## src/rtl/regfile_write_arbiter.sv

```systemverilog
// Register-file write-port arbiter: one grant per cycle into a registered write stage
// that also serves as a decode forwarding source. `REGWR_FIXED_PRIO_EN selects fixed priority.
module regfile_write_arbiter #(
    parameter int NUM_REQ = 3,
    parameter int DATA_W  = 32,
    parameter int ADDR_W  = 5
) (
    input  logic                      i_clk,
    input  logic                      i_rst_n,
    input  logic [NUM_REQ-1:0]        i_req_valid,
    input  logic [NUM_REQ*ADDR_W-1:0] i_req_addr,
    input  logic [NUM_REQ*DATA_W-1:0] i_req_data,
    output logic [NUM_REQ-1:0]        o_req_ready,
    output logic                      o_rf_we,
    output logic [ADDR_W-1:0]         o_rf_waddr,
    output logic [DATA_W-1:0]         o_rf_wdata,
    input  logic [ADDR_W-1:0]         i_fwd_addr,
    output logic                      o_fwd_hit,
    output logic [DATA_W-1:0]         o_fwd_data
);

    logic [NUM_REQ-1:0] w_grant_p0;
    logic               w_found_p0;
    logic [ADDR_W-1:0]  w_gaddr_p0;
    logic [DATA_W-1:0]  w_gdata_p0;

    logic               r_we_p1;
    logic [ADDR_W-1:0]  r_waddr_p1;
    logic [DATA_W-1:0]  r_wdata_p1;

`ifdef REGWR_FIXED_PRIO_EN
    // p0: lowest valid index wins
    always_comb begin
        w_grant_p0 = '0;
        w_found_p0 = 1'b0;
        w_gaddr_p0 = '0;
        w_gdata_p0 = '0;
        for (int i = 0; i < NUM_REQ; i++) begin
            if (!w_found_p0 && i_req_valid[i]) begin
                w_found_p0    = 1'b1;
                w_grant_p0[i] = 1'b1;
                w_gaddr_p0    = i_req_addr[i*ADDR_W +: ADDR_W];
                w_gdata_p0    = i_req_data[i*DATA_W +: DATA_W];
            end
        end
    end

    // p1: registered write stage
    always_ff @(posedge i_clk or negedge i_rst_n) begin
        if (!i_rst_n) begin
            r_we_p1    <= 1'b0;
            r_waddr_p1 <= '0;
            r_wdata_p1 <= '0;
        end else begin
            r_we_p1 <= 1'b0;
            if (w_found_p0) begin
                r_we_p1    <= (w_gaddr_p0 != '0);
                r_waddr_p1 <= w_gaddr_p0;
                r_wdata_p1 <= w_gdata_p0;
            end
        end
    end
`else
    localparam int PTR_W = (NUM_REQ > 1) ? $clog2(NUM_REQ) : 1;

    logic [PTR_W-1:0] r_rr_ptr;
    logic [PTR_W-1:0] w_gidx_p0;

    // p0: scan starting one past the last granted requester
    always_comb begin
        w_grant_p0 = '0;
        w_found_p0 = 1'b0;
        w_gidx_p0  = '0;
        w_gaddr_p0 = '0;
        w_gdata_p0 = '0;
        for (int k = 1; k <= NUM_REQ; k++) begin
            int idx;
            idx = (int'(r_rr_ptr) + k) % NUM_REQ;
            if (!w_found_p0 && i_req_valid[idx]) begin
                w_found_p0      = 1'b1;
                w_grant_p0[idx] = 1'b1;
                w_gidx_p0       = PTR_W'(idx);
                w_gaddr_p0      = i_req_addr[idx*ADDR_W +: ADDR_W];
                w_gdata_p0      = i_req_data[idx*DATA_W +: DATA_W];
            end
        end
    end

    // p1: registered write stage; $zero writes are acknowledged but not enabled
    always_ff @(posedge i_clk or negedge i_rst_n) begin
        if (!i_rst_n) begin
            r_we_p1    <= 1'b0;
            r_waddr_p1 <= '0;
            r_wdata_p1 <= '0;
            r_rr_ptr   <= PTR_W'(NUM_REQ - 1);
        end else begin
            r_we_p1 <= 1'b0;
            if (w_found_p0) begin
                r_we_p1    <= (w_gaddr_p0 != '0);
                r_waddr_p1 <= w_gaddr_p0;
                r_wdata_p1 <= w_gdata_p0;
                r_rr_ptr   <= w_gidx_p0;
            end
        end
    end
`endif

    assign o_req_ready = w_grant_p0 & {NUM_REQ{i_rst_n}};
    assign o_rf_we     = r_we_p1;
    assign o_rf_waddr  = r_waddr_p1;
    assign o_rf_wdata  = r_wdata_p1;
    // covers the cycle where a register-file read still returns the old value
    assign o_fwd_hit   = r_we_p1 && (r_waddr_p1 == i_fwd_addr) && (i_fwd_addr != '0);
    assign o_fwd_data  = r_wdata_p1;

endmodule

```

## config.mk

```make
export PLATFORM = sky130hd
export DESIGN_NAME = regfile_write_arbiter
export DESIGN_NICKNAME = d
export VERILOG_FILES = /design/src/rtl/regfile_write_arbiter.sv
export SDC_FILE = /design/constraint.sdc
export NUM_CORES = 1
export LEC_CHECK = 0
export ABC_AREA = 1
export ABC_CLOCK_PERIOD_IN_PS = 3700
export CORE_MARGIN = 3
export CORE_UTILIZATION = 35
export CTS_BUF_LIST = sky130_fd_sc_hd__clkbuf_4 sky130_fd_sc_hd__clkbuf_8
export DETAILED_ROUTE_END_ITERATION = 7
export HOLD_SLACK_MARGIN = 0.15
export SYNTH_ARGS = -nofsm -noshare
export SYNTH_HDL_FRONTEND = slang
export SYNTH_SLANG_ARGS = --single-unit
```

## constraint.sdc

```tcl
create_clock -name i_clk -period 3.7 [get_ports i_clk]
set_clock_uncertainty 0.05 [all_clocks]
set_input_delay 1.11 -clock i_clk [delete_from_list [all_inputs] [get_ports i_clk]]
set_output_delay 1.11 -clock i_clk [all_outputs]
set_load 0.005 [all_outputs]
```

==> results of run 1 <==
[worst paths after layout]
| path | startpoint | endpoint | slack, ns | cells past startpoint |
|---|---|---|---|---|
| max | i_fwd_addr[0] | o_fwd_hit | 0.11 | 6 |
| max in group asynchronous | i_rst_n | o_fwd_data[23]$_DFFE_PN0P_ | 2.36 | 2 |
| min | o_rf_waddr[4]$_DFFE_PN0P_ | o_rf_waddr[4]$_DFFE_PN0P_ | 0.48 | 2 |
| min reg2reg | o_rf_waddr[4]$_DFFE_PN0P_ | o_rf_waddr[4]$_DFFE_PN0P_ | 0.48 | 2 |
| max reg2reg | r_rr_ptr[1]$_DFFE_PN1P_ | o_rf_we$_DFF_PN0_ | 0.20 | 20 |
| min in group asynchronous | i_rst_n | o_fwd_data[4]$_DFFE_PN0P_ | 0.85 | 2 |
[per-stage QoR]
stage	std cells	setup TNS [ns]
2_1_floorplan	943	0
3_3_place_gp	1305	-1.269
3_5_place_dp	1305	-1.409
4_1_cts	1317	0
5_1_grt	1319	0
6_report	1319	0
[per-layer routing]
layer	global-route usage, %	wire [um]	up-vias
met1	35.43	9485	3172
met2	40.38	10450	378
met5	0	11	-
li1	-	-	3458
met4	6.110	432	2
met3	3.039	1972	31
[cell families (layout without fill, tap and decap cells)]
group                      Yosys count  count (layout)  share of synthesized area, %
and+or+nand+nor                    393             393                         29.95
AOI/OAI and AO/OA                  263             263                         28.83
buffers and inverters              228             393                         18.44
DFF                                 40              40                         18.30
adders and majority gates           15              15                         3.838
xor gates and xnor gates             4               4                        0.6398
[cells in the mapped netlist, types with 12 or more instances]
master	n
nor2_1	58
o221ai_1	33
dfrtp_1	39
o22ai_1	31
buf_4	35
buf_2	18
ha_1	12
nand3_1	45
nand4_1	24
o2111ai_1	16
inv_1	130
clkbuf_1	31
inv_2	12
nand2_1	254
o21ai_0	110
a21oi_1	51
[flip-flops by register name, summed over array words and instances (netlist names)]
name	count
o_fwd_data	32
r_rr_ptr	2
o_rf_we	1
o_rf_waddr	5
[what timing repair did]
action                                  4_1_cts  5_1_grt
setup buffers                                 4        2
pin swaps                                     3        5
resized for setup                            13       11
endpoints found under the setup margin        4        8
[area by class of cell]
class / count / area, um2
Inverter: 142 / 533.0
Fill cell: 1583 / 7560
Sequential cell: 40 / 1002
Clock buffer: 6 / 76.32
Multi-Input combinational cell: 675 / 3497
Tap cell: 211 / 264.0
Clock inverter: 2 / 35.03
Timing Repair Buffer: 243 / 2291
[power by group through the flow]
stage	Combinational (mW)	Sequential, mW	Clock [mW]
floorplan	3.61	0.803	0
CTS	5.63	0.815	0.389
global placement	5.54	0.820	0
global route	6.34	0.840	0.402
detailed placement	5.55	0.822	0
finish	5.70	0.813	0.382
[worst max-delay path: cells and delay by family]
family	cells	cell delay [ns]
buf+inv	2	0.63
compound gates	3	0.43
simple gates	1	0.26
==> results.md, run 1 <==
- Count of maximum capacitance violations: 0
- Final hold vios: 0
- Final WL: 22.35 mm
- Clk network pwr share: 5.5%
- RSZ-0062 raised after global routing: false
- CP cell instances: clkdlybuf4s50_1 > o21ai_0 > a221oi_1 > o211ai_1 > nor4_1 > buf_2
- Gp weighted congestion: 0.9412
- CTS tree: done
- YS warnings: 0
- Slowest stage delay, CP: 0.47 ns
- Power per cell area: 896.0 nW/um2
- Mapped Nets: 1079
- Fmax: 278.7 MHz
- Clock latency on the worst-skew pair: 0.30 ns
- Power, Total: 6.898 mW
- Count of state elements after synthesis: 40
- Row cnt: 45
- Clock tree buffer depth: 2
- Cell Area, Placed: 7528 um2
- Antenna Violating Nets Remaining: 0
- CTS H-Tree Depth: 2
- Gr usage total: 24.97%
- Max FO, Critical Path: 2
- Yosys top cell area share: 17.82%
- Worst hold-check path type: reg2reg
- Most common library cell in the layout ignoring fill and taps: nand2_1
- Post-synthesis sequential area ratio: 18.30%
- VDD IR-drop max: 501.4 uV
- Initial core utilization: 35.89%
- Net Sw Power: 3.770 mW
- Ratio of cells with drive above 1 in the final layout: 8.484%
- Sink Count: 40
- Die height: 131.1 um
- Congestion Overflow GR: 0
- Post-synth top flop: dfrtp_1
- Core area: 15260 um2
- Port Buffers: 194
- Vias per inst: 5.338
- Cell-internal power: 3.128 mW
- DRC: 0
- Clk slew on worst S/H paths: 0.07 ns
- Slew HR: 31.74%
- Vias in the first global route: 6508
- Sw Ratio: 54.65%
- Layout area overhead: 40.58%
- Hold_ws: 0.4778 ns
- Slew @ Worst Pin: 1.021 ns
- First-pass GRT wire length: 34.44 mm
- Pre-antenna DRT Iters: 6
- Period utilization: 96.98%
- Routed vias: 7041
- Post-synth top area cell: dfrtp_1
- Setup slack after layout: 0.1118 ns
- Final setup viols: 0
- Post-DP HPWL: 15.77 mm
- Die width: 131.1 um
- Initial antenna violation count: 1
- Num CTS Buffers: 5
- DRT iter0 DRCs: 724
- Status: complete, no violations
- Crit path required time: 2.54 ns
- Comb pwr share: 82.7%
- Slowest CP cell: clkdlybuf4s50_1
- Nets: 1243
- ANT cells: 0
- Slew Limit Fails: 0
- Post-layout min period: 3.588 ns
- Post-route cell area: 7699 um2
- Cts hold-fix bufs: 0
- Most frequent cells in the layout: nand2_1, clkdlybuf4s50_1, inv_1
- Synthesized area: 5477 um2
- Post-synthesis async set-or-reset flop share: 100.0%
- Leak: 3.502 nW
- Die Area: 17180 um2
- Reg power frac: 11.8%
- Largest net degree at the start of global routing: 53
- Synth top area cells: dfrtp_1, nand2_1, o21ai_0
- Synth cell types: 36
- Worst EP arrival: 2.43 ns
- Clock root cell: clkbuf_8
- CP Launch Type: input port
- Critical Path End Type: output pin
- Synth Area per Inst: 5.808 um2
- Fin util: 50.46%
- Pre-CTS WS: -0.4273 ns
- I/O pins: 195
- Routed WL per cell: 16.95 um
- Crit Path Class: in2out
- Synth Instances: 943
- Number of synthesized flops with an enable pin: 0
No activity file was read; power rests on OpenSTA's default activity.
==> inputs of run 2 (changes only) <==
ABC_CLOCK_PERIOD_IN_PS = unset   (was 3700)
PLACE_DENSITY = 0.67   (was unset)
clock period = 3.2 ns   (was 3.7 ns; I/O delays follow)
==> run 2 against run 1 <==
The run now ends with setup timing left. Hold slack worse by 0.013 ns. Routed wire length up 7.1%. Critical path depth up 6. Design area up 11%. Clock-buffer cell count unchanged. Sequential cell count unchanged. Critical endpoint is now o_req_ready[2]. Largest cell class unchanged.
==> results.md, run 2 (synthesis results as in run 1) <==
- Period utilization: 101.7%
- CTS H-Tree Depth: 2
- Slew HR: 57.77%
- Clock root cell: clkbuf_8
- Met1 GRT Util: 34.64%
- Placed cells: 1334
- Die Area: 17180 um2
- I/O pins: 195
- Num CTS Buffers: 5
- Fmax: 307.1 MHz
- Reg power frac: 10.0%
- Post-DP HPWL: 15.95 mm
- Most frequent cells in the layout: nand2_1, clkdlybuf4s50_1, inv_1
- Cts hold-fix bufs: 0
- Power per cell area: 1092 nW/um2
- Final setup viols: 4
- Gr usage total: 25.40%
- Vias in the first global route: 6846
- Gp weighted congestion: 0.9966
- Sink Count: 40
- Leak: 3.891 nW
- Antenna Violating Nets Remaining: 0
- Ratio of cells with drive above 1 in the final layout: 17.84%
- Die width: 131.1 um
- Fin Setup TNS: -0.1100 ns
- CP cell instances: inv_2 > ha_4 > buf_6 > nor2_4 > nand2_1 > nand3b_1 > buf_4 > nand2_4 > o22ai_1 > a21oi_1 > nor2_1 > buf_2
- Crit Path Class: reg2out
- Setup slack after layout: -0.05588 ns
- Final WL: 23.95 mm
- Max FFs per register: 32
- ANT cells: 0
- Critical Path End Type: output pin
- Non-Filler Instances: 1377
- Hold_ws: 0.4646 ns
- VDD IR-drop max: 542.1 uV
- Worst EP arrival: 2.25 ns
- Final hold vios: 0
- Comb pwr share: 86.2%
- Vias per inst: 5.412
- Net Sw Power: 4.943 mW
- Clk network pwr share: 3.8%
- Congestion Overflow GR: 0
- Post-layout min period: 3.256 ns
- Fin util: 56.12%
- Crit path required time: 2.19 ns
- DRC: 0
- Status: finished with violations
- Layout area overhead: 56.36%
- Most common library cell in the layout ignoring fill and taps: nand2_1
- Nets: 1302
- Pre-antenna DRT Iters: 6
- R2r setup slk: -0.03 ns
- CP Launch Type: register
- Initial antenna violation count: 0
- Sw Ratio: 52.88%
- Clk slew on worst S/H paths: 0.08 ns
- Top Usage Layer GRT: met2
- Initial core utilization: 35.89%
- Routed WL per cell: 17.39 um
- Max FO, Critical Path: 6
- Slew Limit Fails: 0
- Clock latency on the worst-skew pair: 0.29 ns
- RSZ-0062 raised after global routing: true
- Slowest CP cell: dfstp_2
- Port Buffers: 194
- Grt met3 use: 2.269%
- Worst hold-check path type: reg2reg
- Met2 Usage GRT: 42.83%
- Largest net degree at the start of global routing: 53
- Count of maximum capacitance violations: 0
- Row cnt: 45
- First-pass GRT wire length: 34.76 mm
- Violated checks: setup timing
- Clock tree buffer depth: 2
- Slew @ Worst Pin: 0.6319 ns
- Slowest stage delay, CP: 0.55 ns
- CTS tree: done
- Core area: 15260 um2
- Cell-internal power: 4.405 mW
- Die height: 131.1 um
- DRT iter0 DRCs: 762
- Routed vias: 7452
==> run 2: cell types whose count changed in the layout (fill, tap and decap cells not counted), sizes merged <==
cell | before | now
nor2 | 63 | 64
bufbuf | 0 | 1
inv | 142 | 143
clkbuf | 7 | 6
dlymetal6s2s | 1 | 2
bufinv | 1 | 0
clkdlybuf4s50 | 185 | 182
buf | 51 | 110
==> run 2: metrics by stage <==
| step | cell area (um2) | setup WS, ns | power [mW] |
|---|---|---|---|
| floorplan | 5498 | 0.01213 | 5.114 |
| global placement | 7769 | -0.5486 | 7.606 |
| detailed placement | 7769 | -0.5734 | 7.640 |
| CTS | 8219 | 0.005408 | 8.631 |
| global route | 8563 | -0.1954 | 10.11 |
| finish | 8563 | -0.05588 | 9.348 |
==> run 2: per-layer routing <==
metal  up-vias  wire [um]
li1       3581          -
met1      3375       9838
met2       432      11420
met3        64       1916
met4         0        767
met5         -          0
==> run 2: layout make-up <==
| class | count | area (um2) |
|---|---|---|
| Sequential cell | 40 | 1002 |
| Multi-Input combinational cell | 676 | 3797 |
| Clock buffer | 6 | 76.32 |
| Timing Repair inverter | 1 | 8.758 |
| Clock inverter | 1 | 5.005 |
| Inverter | 142 | 551.8 |
| Timing Repair Buffer | 300 | 2858 |
| Fill cell | 1425 | 6695 |
| Tap cell | 211 | 264.0 |
==> run 2: critical path, delay by kind of cell, from the launching register on <==
family | cells | cell delay [ns]
AOI/OAI and AO/OA | 2 | 0.21
adders and majority gates | 1 | 0.32
buffers and inverters | 4 | 0.51
DFF | 1 | 0.55
and+or+nand+nor | 5 | 0.36
==> run 2: worst paths after layout <==
kind / cells past startpoint / start / to
worst max-delay path: 12 / r_rr_ptr[1]$_DFFE_PN1P_ / o_req_ready[2]
worst min-delay path: 2 / o_rf_waddr[4]$_DFFE_PN0P_ / o_rf_waddr[4]$_DFFE_PN0P_
worst max register to register: 22 / r_rr_ptr[1]$_DFFE_PN1P_ / o_rf_we$_DFF_PN0_
worst min register to register: 2 / o_rf_waddr[4]$_DFFE_PN0P_ / o_rf_waddr[4]$_DFFE_PN0P_
max in group asynchronous: 2 / i_rst_n / o_rf_waddr[1]$_DFFE_PN0P_
min in group asynchronous: 2 / i_rst_n / o_fwd_data[18]$_DFFE_PN0P_
==> run 2: power groups by stage <==
stage	Sequential [mW]	Clock (mW)	Combinational, mW
CTS	0.936	0.359	7.34
detailed placement	0.940	0	6.70
floorplan	0.928	0	4.19
finish	0.935	0.354	8.06
global placement	0.937	0	6.67
global route	0.960	0.386	8.76
==> run 2: what timing repair did <==
| action | CTS | global route |
|---|---|---|
| gates resized for setup | 59 | 80 |
| setup endpoints to repair | 10 | 44 |
| setup buffers | 26 | 9 |
| pin swaps | 18 | 35 |
| cloned | 3 | 2 |
| endpoints found under the hold margin | 0 | 0 |
==> inputs of run 3 (changes only) <==
CORE_UTILIZATION = 43   (was 35)
GPL_TIMING_DRIVEN = 1   (was unset)
PLACE_DENSITY = 0.77   (was 0.67)
clock period = 3.7 ns   (was 3.2 ns; I/O delays follow)
==> run 3 against run 2 <==
Clock-buffer cell count is 1 lower. Sequential share of layout area is 1.3 points higher. Die area is 18% lower. The run now ends clean. Highest routed layer unchanged. Global-route usage is 4.7 points higher. Combinational power is 28% lower. Largest power group unchanged. Largest cell class unchanged.
==> results.md, run 3 (synthesis results as in run 1) <==
- Die Area: 14130 um2
- Num CTS Buffers: 5
- DRC: 0
- Max FO, Critical Path: 9
- Slowest CP cell: dfstp_2
- ANT cells: 0
- Post-DP HPWL: 15.24 mm
- Vias in the first global route: 7044
- Sink Count: 40
- Die height: 118.9 um
- Gr usage total: 30.05%
- Critical Path End Type: output pin
- Critical path buffer and inverter count: 6
- Die width: 118.9 um
- Port Buffers: 194
- Slew Limit Fails: 0
- VDD IR-drop max: 581.9 uV
- Max FFs per register: 32
- Antenna Violating Nets Remaining: 0
- Vias per inst: 5.668
- Final hold vios: 0
- Worst hold-check path type: reg2reg
- Slowest stage delay, CP: 0.53 ns
- Ratio of cells with drive above 1 in the final layout: 9.793%
- Row cnt: 40
- CTS tree: done
- Routed vias: 7261
- Final setup viols: 0
- Top Family by Delay on Critical Path: buffers and inverters
- Largest net degree at the start of global routing: 43
- Count of maximum capacitance violations: 0
- Initial core utilization: 44.85%
- Crit Path Class: reg2out
- Slew @ Worst Pin: 0.7672 ns
- Pre-CTS WS: -0.3672 ns
- Most frequent cells in the layout: nand2_1, clkdlybuf4s50_1, inv_1
- Worst EP arrival: 2.38 ns
- Routed WL per cell: 17.06 um
- Fin Setup TNS: 0 ns
- Non-Filler Instances: 1281
- Post-layout min period: 3.539 ns
- Placed cells: 1263
- Initial antenna violation count: 0
- Gp weighted congestion: 1.038
- Final WL: 21.85 mm
- CP cell instances: buf_4 > ha_2 > inv_2 > nor2_2 > nand2_1 > o21ai_1 > inv_1 > nand2_2 > nand3_2 > inv_2 > buf_4 > a21oi_2 > nor2_1 > buf_2
- Fmax: 282.5 MHz
- Pre-antenna DRT Iters: 5
- Setup slack after layout: 0.1605 ns
- Status: complete, no violations
- Crit path required time: 2.54 ns
- DRT iter0 DRCs: 698
- Clock root cell: clkbuf_8
- Congestion Overflow GR: 0
- Power per cell area: 900.6 nW/um2
- Leak: 3.542 nW
- Layout area overhead: 41.06%
- Clock latency on the worst-skew pair: 0.30 ns
- CTS H-Tree Depth: 2
- I/O pins: 195
- Most common library cell in the layout ignoring fill and taps: nand2_1
- Nets: 1248
- Core area: 12210 um2
- Clk slew on worst S/H paths: 0.09 ns
- Clock tree buffer depth: 2
- First-pass GRT wire length: 35.26 mm
- CP Launch Type: register
- Period utilization: 95.66%
- Slew HR: 48.79%
-- run 3: cell types whose count changed in the layout (fill, tap and decap cells not counted), moves of 5 or more --
cell / previous run / this run
nor2_4: 6 / 1
buf_4: 85 / 52
nand2_2: 15 / 6
nand3_1: 37 / 43
buf_6: 15 / 0
inv_2: 20 / 15
inv_1: 120 / 127
nor2_1: 48 / 57
nand2_4: 7 / 0
nor2_2: 10 / 5
nand2_1: 234 / 250
-- run 3: power by group --
group	total, mW	internal, mW	switching, mW	leakage [nW]
sequential	0.807	0.659	0.148	0.510
clock	0.314	0.132	0.182	0.0479
combinational	5.84	2.35	3.49	2.98
-- run 3: final timing paths --
path | startpoint | endpoint | slack (ns) | cells past startpoint
max reg2reg | r_rr_ptr[1]$_DFFE_PN1P_ | o_rf_we$_DFF_PN0_ | 0.29 | 21
min | o_fwd_data[31]$_DFFE_PN0P_ | o_fwd_data[31]$_DFFE_PN0P_ | 0.49 | 2
min reg2reg | o_fwd_data[31]$_DFFE_PN0P_ | o_fwd_data[31]$_DFFE_PN0P_ | 0.49 | 2
max | r_rr_ptr[1]$_DFFE_PN1P_ | o_req_ready[1] | 0.16 | 14
min in group asynchronous | i_rst_n | o_fwd_data[6]$_DFFE_PN0P_ | 0.86 | 2
max in group asynchronous | i_rst_n | o_fwd_data[26]$_DFFE_PN0P_ | 2.35 | 2
-- run 3: repair_timing --
action | 4_1_cts | 5_1_grt
cloned | 0 | 0
endpoints found under the hold margin | 0 | 0
setup endpoints to repair | 4 | 8
pin swaps | 4 | 9
hold buffers | 0 | 0
resized for setup | 15 | 27
buffers inserted | 7 | 3
-- run 3: worst min-delay path, delay by kind of cell (launching register included) --
kind | cells | cell delay (ns)
simple gates | 1 | 0.06
flops | 1 | 0.38
compound gates | 1 | 0.07
-- run 3: cell type report --
cell class	count	area (um2)
fill	1219	4487
multi-input combinational	675	3538
timing repair buffer	248	2354
sequential	40	1002
inverter	142	533.0
tap	168	210.2
clock buffer	5	68.82
clock inverter	3	18.77
-- run 3: metal layers --
metal  vias to the layer above  share of wire (%)  wire [um]  GRT usage [%]
met5                         -                  0          0              0
met4                         0                3.5        775          12.53
met3                        61                9.2       2003          4.748
met2                       431                 46      10160          49.13
met1                      3296                 41       8918          39.50
li1                       3473                  -          -              -
-- run 3: stage by stage --
stage | cell area, um2 | power (mW) | hold WS [ns] | util [%]
global route | 7725 | 7.588 | 0.5159 | 63.26
global placement | 7507 | 6.307 | 0.4468 | 61.48
detailed placement | 7507 | 6.341 | 0.4666 | 61.48
finish | 7725 | 6.957 | 0.4875 | 63.26
floorplan | 5477 | 4.411 | 0.4437 | -
CTS | 7646 | 6.756 | 0.4912 | 62.61
